===== src/rtl/fetch_pkg.sv =====
// rtl/fetch_pkg.sv - shared state encoding and constants for the instruction fetch unit
package fetch_pkg;

  typedef enum logic [2:0] {
    IDLE = 3'd0,
    RDPC = 3'd1,
    REQ  = 3'd2,
    UPD  = 3'd3,
    VLD  = 3'd4
  } fetch_state_t;

  localparam int BYTES_PER_INSTR = 4;
  localparam int PC_INCR         = 4;

endpackage


===== src/rtl/fetch_byte_cnt.sv =====
// rtl/fetch_byte_cnt.sv - 2-bit byte counter with synchronous clear and last-byte flag
import fetch_pkg::*;

module fetch_byte_cnt (
  input  logic       i_clk,
  input  logic       i_clr,
  input  logic       i_inc,
  output logic [1:0] o_cnt,
  output logic       o_last
);

  logic [1:0] r_cnt;

  always_ff @(posedge i_clk) begin
    if (i_clr) begin
      r_cnt <= 2'd0;
    end else if (i_inc) begin
      r_cnt <= r_cnt + 2'd1;
    end
  end

  assign o_cnt  = r_cnt;
  assign o_last = (r_cnt == 2'(BYTES_PER_INSTR - 1));

endmodule


===== src/rtl/instr_fetch_unit.sv =====
// rtl/instr_fetch_unit.sv - reads PC, fetches 4 bytes little-endian, writes PC+4, hands instruction to decode
import fetch_pkg::*;

module instr_fetch_unit #(
  parameter int N     = 32,
  parameter int BYTES = 4
) (
  input  logic         i_clk,
  input  logic         i_rst,
  input  logic         i_run,
  output logic         o_pcReadEn,
  input  logic [N-1:0] i_pcData,
  output logic [N-1:0] o_pcData,
  output logic         o_pcWriteEn,
  output logic         o_memReq,
  output logic [N-1:0] o_memAddr,
  input  logic         i_memAck,
  input  logic [7:0]   i_memByte,
  output logic [N-1:0] o_instr,
  output logic         o_instrValid,
  input  logic         i_instrReady,
  output logic         o_busy
);

  fetch_state_t r_state;
  fetch_state_t w_next;

  logic [N-1:0] r_addr;
  logic [N-1:0] r_instr;
  logic [N-1:0] r_pc_data;
  logic [1:0]   w_byte_cnt;
  logic         w_last;
  logic         w_clr;
  logic         w_inc;
  logic         w_ack_req;

  assign w_ack_req = (r_state == REQ) && i_memAck;
  assign w_clr     = i_rst || (r_state == RDPC);
  assign w_inc     = w_ack_req && !w_last;

  fetch_byte_cnt u_byte_cnt (
    .i_clk  (i_clk),
    .i_clr  (w_clr),
    .i_inc  (w_inc),
    .o_cnt  (w_byte_cnt),
    .o_last (w_last)
  );

  always_ff @(posedge i_clk) begin
    if (i_rst) begin
      r_state <= IDLE;
    end else begin
      r_state <= w_next;
    end
  end

  always_comb begin
    w_next = r_state;
    case (r_state)
      IDLE:    if (i_run) w_next = RDPC;
      RDPC:    w_next = REQ;
      REQ:     if (w_ack_req && w_last) w_next = UPD;
      UPD:     w_next = VLD;
      VLD:     if (i_instrReady) w_next = i_run ? RDPC : IDLE;
      default: w_next = IDLE;
    endcase
  end

  // Next PC is computed on the final byte so it is already stable for the whole UPD cycle.
  always_ff @(posedge i_clk) begin
    if (i_rst) begin
      r_addr    <= '0;
      r_instr   <= '0;
      r_pc_data <= '0;
    end else begin
      if (r_state == RDPC) begin
        r_addr <= i_pcData;
      end
      if (w_ack_req) begin
        r_instr[8*w_byte_cnt +: 8] <= i_memByte;
        if (w_last) begin
          r_pc_data <= r_addr + N'(BYTES);
        end
      end
    end
  end

  assign o_pcReadEn   = (r_state == RDPC);
  assign o_pcWriteEn  = (r_state == UPD);
  assign o_memReq     = (r_state == REQ);
  assign o_instrValid = (r_state == VLD);
  assign o_busy       = (r_state != IDLE);
  assign o_memAddr    = r_addr + {{(N-2){1'b0}}, w_byte_cnt};
  assign o_pcData     = r_pc_data;
  assign o_instr      = r_instr;

endmodule


===== config.mk =====
export PLATFORM = sky130hd
export DESIGN_NAME = instr_fetch_unit
export DESIGN_NICKNAME = d
export VERILOG_FILES = /design/src/rtl/fetch_pkg.sv /design/src/rtl/fetch_byte_cnt.sv /design/src/rtl/instr_fetch_unit.sv
export SDC_FILE = /design/constraint.sdc
export NUM_CORES = 1
export LEC_CHECK = 0
export BUFFER_PORTS_ARGS = -buffer_cell sky130_fd_sc_hd__buf_2
export CAP_MARGIN = 20
export CELL_PAD_IN_SITES_DETAIL_PLACEMENT = 1
export CELL_PAD_IN_SITES_GLOBAL_PLACEMENT = 2
export CORE_MARGIN = 2
export CORE_UTILIZATION = 29
export CTS_BUF_LIST = sky130_fd_sc_hd__clkbuf_16
export DETAILED_ROUTE_END_ITERATION = 12
export PLACE_DENSITY = 0.83
export RECOVER_POWER = 100
export SETUP_SLACK_MARGIN = 0.1
export SYNTH_ARGS = -nofsm -noshare
export SYNTH_HDL_FRONTEND = slang
export SYNTH_HIERARCHICAL = 1
export SYNTH_SLANG_ARGS = --single-unit

===== constraint.sdc =====
create_clock -name i_clk -period 2.74 [get_ports i_clk]
set_input_delay 0.411 -clock i_clk [delete_from_list [all_inputs] [get_ports i_clk]]
set_output_delay 0.411 -clock i_clk [all_outputs]
set_load 0.02 [all_outputs]

======== Word level (Yosys, flattened, before mapping) ========
Cells that the tools add are included.
word-level totals
  bits in registers ....................... 101
  input port bits ......................... 45
  output and inout port bits .............. 101
  word-level logic and storage cells ...... 34
operators by class
  add/sub/neg operators ................... 4
  equal/unequal tests ..................... 8
  shifts and indexed selects .............. 2
  mux-type cells .......................... 6
  reductions and logical operators ........ 9
operator list
  operator                 count
  $neg 5->34               1
  $shift 8x34->32 const A  1
  $shiftx 8x34->32         1
  $add 32x2->32            1
  $add 32x3->32 const B    1
  $bwmux 32                1
  $pmux 3 s5               1
  $mux 3                   3
  $eq 3x2->1 const B       2
  $ne 2x1->1 const B       2
  $eq 3x1->1 const B       1
  $eq 3x3->1 const B       1
  $logic_and 1x1->1        3
  $logic_not 3->1          1
  $reduce_and 3->1         1
  $reduce_bool 3->1        1
  $add 2x1->2 const B      1
  $eq 2x2->1 const B       1
  $ne 2x2->1 const B       1
  $reduce_and 2->1         1
  $logic_not 1->1          1
  $logic_or 1x1->1         1
  $mux 1                   1

======== Logic depth before layout (Yosys ltp) ========
  depth after elaboration ................. 5
  gate-level depth with buffers ........... 7
  gate-level depth less buffers ........... 7

======== Hierarchy ========
The synthesis kept the hierarchy.
by module, submodules not included
  module            instances  cells each  area each (um^2)  seq. area each (um^2)
  instr_fetch_unit  1          599         4,848.4           1,981.9
  fetch_byte_cnt    1          7           78.8              40.0

======== Worst setup path before layout ========
Ideal clock, no wire load.
  path kind ............................... register to output
  from .................................... register u_byte_cnt.r_cnt[0] (netlist: u_byte_cnt/o_cnt[0])
  to ...................................... output port o_memAddr[26]
  arrival time ............................ 2.437 ns
  required time ........................... 2.329 ns
  slack ................................... -0.108 ns
  stages on the path, launching flop included .. 8
  path buffers ............................ 0
  cell sequence ........................... dfxtp_1 ha_1 inv_1 fa_1 nor4_2 and2_1 nand3_1 xnor2_1
on the way
  cells in the longest elaborated chain, start to end .. 1
ends and longest elaborated chain
  what                      line                    text
  start: declaration        fetch_byte_cnt.sv:12    logic [1:0] r_cnt;
  start signal: assignment  fetch_byte_cnt.sv:18    r_cnt <= r_cnt + 2'd1;
  $add 32x2->32             instr_fetch_unit.sv:93  assign o_memAddr = r_addr + {{(N-2){1'b0}}, w_byte_cnt};
  end: declaration          instr_fetch_unit.sv:16  output logic [N-1:0] o_memAddr,
Every way passes these cells.

======== Final worst setup path ========
  from .................................... register r_addr[0]
  to ...................................... output port o_memAddr[26]
on the way
  cells in the longest elaborated chain, start to end .. 1
ends and longest elaborated chain
  what                      line                    text
  start: declaration        instr_fetch_unit.sv:28  logic [N-1:0] r_addr;
  start signal: assignment  instr_fetch_unit.sv:77  r_addr <= i_pcData;
  $add 32x2->32             instr_fetch_unit.sv:93
Every way passes these cells.

==> impl_summary.txt <==
----------------------------------------------------
[Setup path]
  WP depth ... 8
  Endpoint of the lowest-slack register-to-register path ... o_pcData[16]$_SDFFE_PP0P_
  Data required time at the worst endpoint ... 2.33 ns
  Critical path type ... reg -> out
  Count of buffer and inverter cells on the critical path ... 2
  CP endpoint kind ... output pin
  Minimum setup slack among reg-to-reg paths ... 0.45 ns
  Delay contributed by the slowest stage of the critical path ... 0.36 ns
  Critical path cell sequence ... ha_4 > inv_2 > fa_2 > nor4_4 > and2_4 > nand3_4 > xnor2_2 > clkbuf_2
  Logic depth of the worst register-to-register path ... 6
  Startpoint Class ... flop
  Critical path data arrival time ... 2.21 ns
  CP Launch Point ... r_addr[0]$_SDFFE_PP0P_
  Endpoint of the most critical setup path ... o_memAddr[26]
  Crit-path max FO ... 4
  Reg2Reg Launch Point ... r_state[0]$_SDFFE_PP0P_
  Cell with the biggest individual delay on the critical path ... dfxtp_2
  CP delay by family, top ... simple AND/OR/NAND/NOR gates

[Drt]
  Vias per Instance ... 4.81
  Iteration-0 DRC Markers ... 159
  Routed length per placed instance ... 16.3 um
  Post-route DRC ... 0
  Via Count ... 4748
  DRT Pass-1 Iters ... 4
  Count of antenna-violating nets left after detailed routing ... 0
  Routed wire length ... 16100 um

[Logic synthesis]
  Synth Area in Compound Gates ... 11.7%
  Xor and xnor fraction of the mapped netlist area ... 10.5%
  Syn Nets ... 661
  Synthesized flop and latch total ... 101
  Adder-cell share of the synthesized area ... 2.69%
  Syn Area/Cell ... 8.13 sq um
  Post-synthesis mux area share ... 0.203%
  Asr flop ratio synth ... 0%
  Total of warnings raised by yosys ... 6
  Post-synthesis simple-gate area fraction ... 27.4%
  Cell variety after synth ... 48
  Post-synthesis instance total ... 606
  Part of the Yosys area used for sequential elements ... 41.0%
  Post-synthesis cell area ... 0.00493 sq mm
  Main combinational cell family by area after synthesis ... simple AND/OR/NAND/NOR gates
  Number of enable flip-flop cells after synthesis ... 0
  Prevailing post-synth register cell ... dfxtp_1

[Clock network]
  Clock tree from TritonCTS ... yes
  Max H-tree Level ... 3
  Clock latency reported for the late side of the worst-skew pair ... 0.36 ns
  Clock transition at path regs ... 0.08 ns
  Number of clock sinks ... 101
  Number of buffers created by CTS ... 9
  Number of buffers between clock root and the deepest sink ... 2
  Root buffer cell ... clkbuf_16

[GRT]
  Residual overflow from global routing ... 0
  First-pass GRT wire length ... 25200 um
  Number of antenna violations at the first check in global routing ... 0
  GR Util All Layers ... 17.7%
  Maximum number of pins on one net before global-route repair ... 39
  Number of global-route vias before repair ... 4883

[Job]
  Max-capacitance violation count ... 0

[Place]
  Count of buffers from port buffering ... 145
  HPWL Detailed ... 12000 um
  Total placed cells including tap cells ... 959
  Post-Place Cell Area ... 0.00597 sq mm
  Placement Setup Slack ... 0.289 ns
  Routability cong. ... 0.822

[Timing]
  Unrepaired setup endpoints after global routing ... true
  Number of setup violations in the final report ... 0
  Fin. Hold Viols ... 0
  Fin crit period ... 2.62 ns
  Hold_ws ... 0.277 ns
  Tightest Pin Transition ... 0.816 ns
  Post-route fraction of the period consumed by the critical path ... 95.5%
  Final-report max-slew violation count ... 0
  Fmax ... 382 MHz
  Worst Clk Skew ... 0.0109 ns
  Worst-case headroom to the max-slew limit ... 45.6%
  Final critical-path setup slack ... 0.123 ns
  Setup_tns ... 0 ns

[Min path]
  Hold crit path type ... in -> reg

[Final layout]
  Number of nets at the end of the flow ... 817
  Post-route non-filler standard cell count ... 987
  Antenna diodes ... 0
  Share of the core filled with cells ... 38.5%
  Most frequent standard cell in the layout excluding fill and tap cells ... nand2_1
  Post-synthesis to final-layout area growth ... 29.6%
  Fraction of layout cells with a size suffix above 1 ... 22.4%
  Most frequent cells in the layout ... 125 x nand2_1, 84 x clkbuf_1, 82 x dfxtp_1
  Design area ... 0.00639 sq mm

[Floorplanning]
  Placement Rows ... 47
  Total I/O pin count ... 146
  Total core area ... 0.0166 sq mm
  Die height ... 134 um
  Initial Utilization ... 29.7%
  Die width ... 134 um
  Area of the die ... 0.0180 sq mm

[Power]
  VDD IR-drop max ... 0.328 mV
  Power density of the placed cells ... 508 mW/mm^2
  Net switching share of the total power ... 27.6%
  Comb pwr share ... 10.5%
  Clock network fraction of design power ... 41.5%
  Total Power ... 3.24 mW
  Part of the total power dissipated in sequential elements ... 48.0%
  Cell leakage power ... 2.34 nW
  Cell Int Power ... 2.35 mW
  NetSw ... 896 uW

[Status]
  Result of the run ... complete, no violations

----------------------------------------------------
## state kept, by name (all words and copies together), names as in the netlist
signal	cells
o_instr	32
o_pcData	32
r_addr	32
r_state	3
u_byte_cnt/o_cnt	2
## logic make-up (layout without fill, tap and decap cells)
| logic type | count (synthesis) | in the layout |
|---|---|---|
| muxes | 1 | 1 |
| xor gates and xnor gates | 59 | 59 |
| and+or+nand+nor | 279 | 279 |
| DFF | 101 | 101 |
| AOI/OAI and AO/OA | 100 | 100 |
| adders and majority gates | 10 | 10 |
| buffers and inverters | 56 | 217 |
## final cells by class
cell class              instances  area (sq um)
repair buffers                191           981
clock inverters                 7          78.8
inverters                      10          37.5
well taps                     220           275
clock buffers                   9           225
multi-input cells             449          2730
flip-flops and latches        101          2060
fillers                      2089         10200
## synth_stat cells (3+ instances only)
library cell  count  area share, %
dfxtp_1         101             41
nand3_1          43            4.4
inv_1             9           0.69
and2_1            6           0.76
nand2b_1          3           0.38
xnor2_1          31            5.5
nor3b_1           6           0.91
and3_1            3           0.38
nand2_1         126            9.6
nor2_1           46            3.5
a21oi_1          69            7.0
nor4_1            4           0.51
nand4_1          12            1.5
buf_4             3           0.46
xor2_1           28            5.0
clkbuf_8          6            1.7
a211oi_1         27            4.1
nor3_1           11            1.1
clkbuf_1         29            2.2
ha_1              9            2.3
## worst min-delay path by stage
stage | startpoint | end | slack (ns) | cells past startpoint
finish | i_pcData[8] | r_addr[8]$_SDFFE_PP0P_ | 0.28 | 3
global route | i_pcData[28] | r_addr[28]$_SDFFE_PP0P_ | 0.28 | 3
CTS | i_pcData[14] | r_addr[14]$_SDFFE_PP0P_ | 0.27 | 3
detailed placement | o_instr[11]$_SDFFE_PP0P_ | o_instr[11]$_SDFFE_PP0P_ | 0.45 | 2
global placement | o_instr[11]$_SDFFE_PP0P_ | o_instr[11]$_SDFFE_PP0P_ | 0.44 | 2
floorplan | r_addr[0]$_SDFFE_PP0P_ | o_pcData[0]$_SDFFE_PP0P_ | 0.45 | 2
## tightest hold or removal path, stage by stage
cell and delay (ns):
buf_2 0.10, nand2_1 0.05, a21oi_1 0.05
## power by group through the flow
stage	Clock, mW	Combinational [mW]	Sequential, mW
after floorplan	0	0.228	1.57
after detailed placement	0	0.338	1.59
final	1.35	0.339	1.56
after global routing	1.43	0.373	1.56
after CTS	1.38	0.347	1.56
after global placement	0	0.331	1.59
## repair_timing
| action | in CTS | in global routing |
|---|---|---|
| setup buffers | 4 | 8 |
| endpoints found under the setup margin | 15 | 16 |
| hold buffers | 0 | 0 |
| gates resized for setup | 34 | 25 |
| pin swaps | 6 | 7 |
## per-layer routing
layer / wire length, um / part of all wire (%) / up-vias / GRT usage [%]
li1: - / - / 2364 / -
met1: 7270 / 45 / 2225 / 22.5
met2: 7570 / 47 / 129 / 29.6
met3: 812 / 5.0 / 30 / 3.51
met4: 454 / 2.8 / 0 / 7.13
met5: 0 / 0 / - / 0
(Power assumes the default switching activity.)
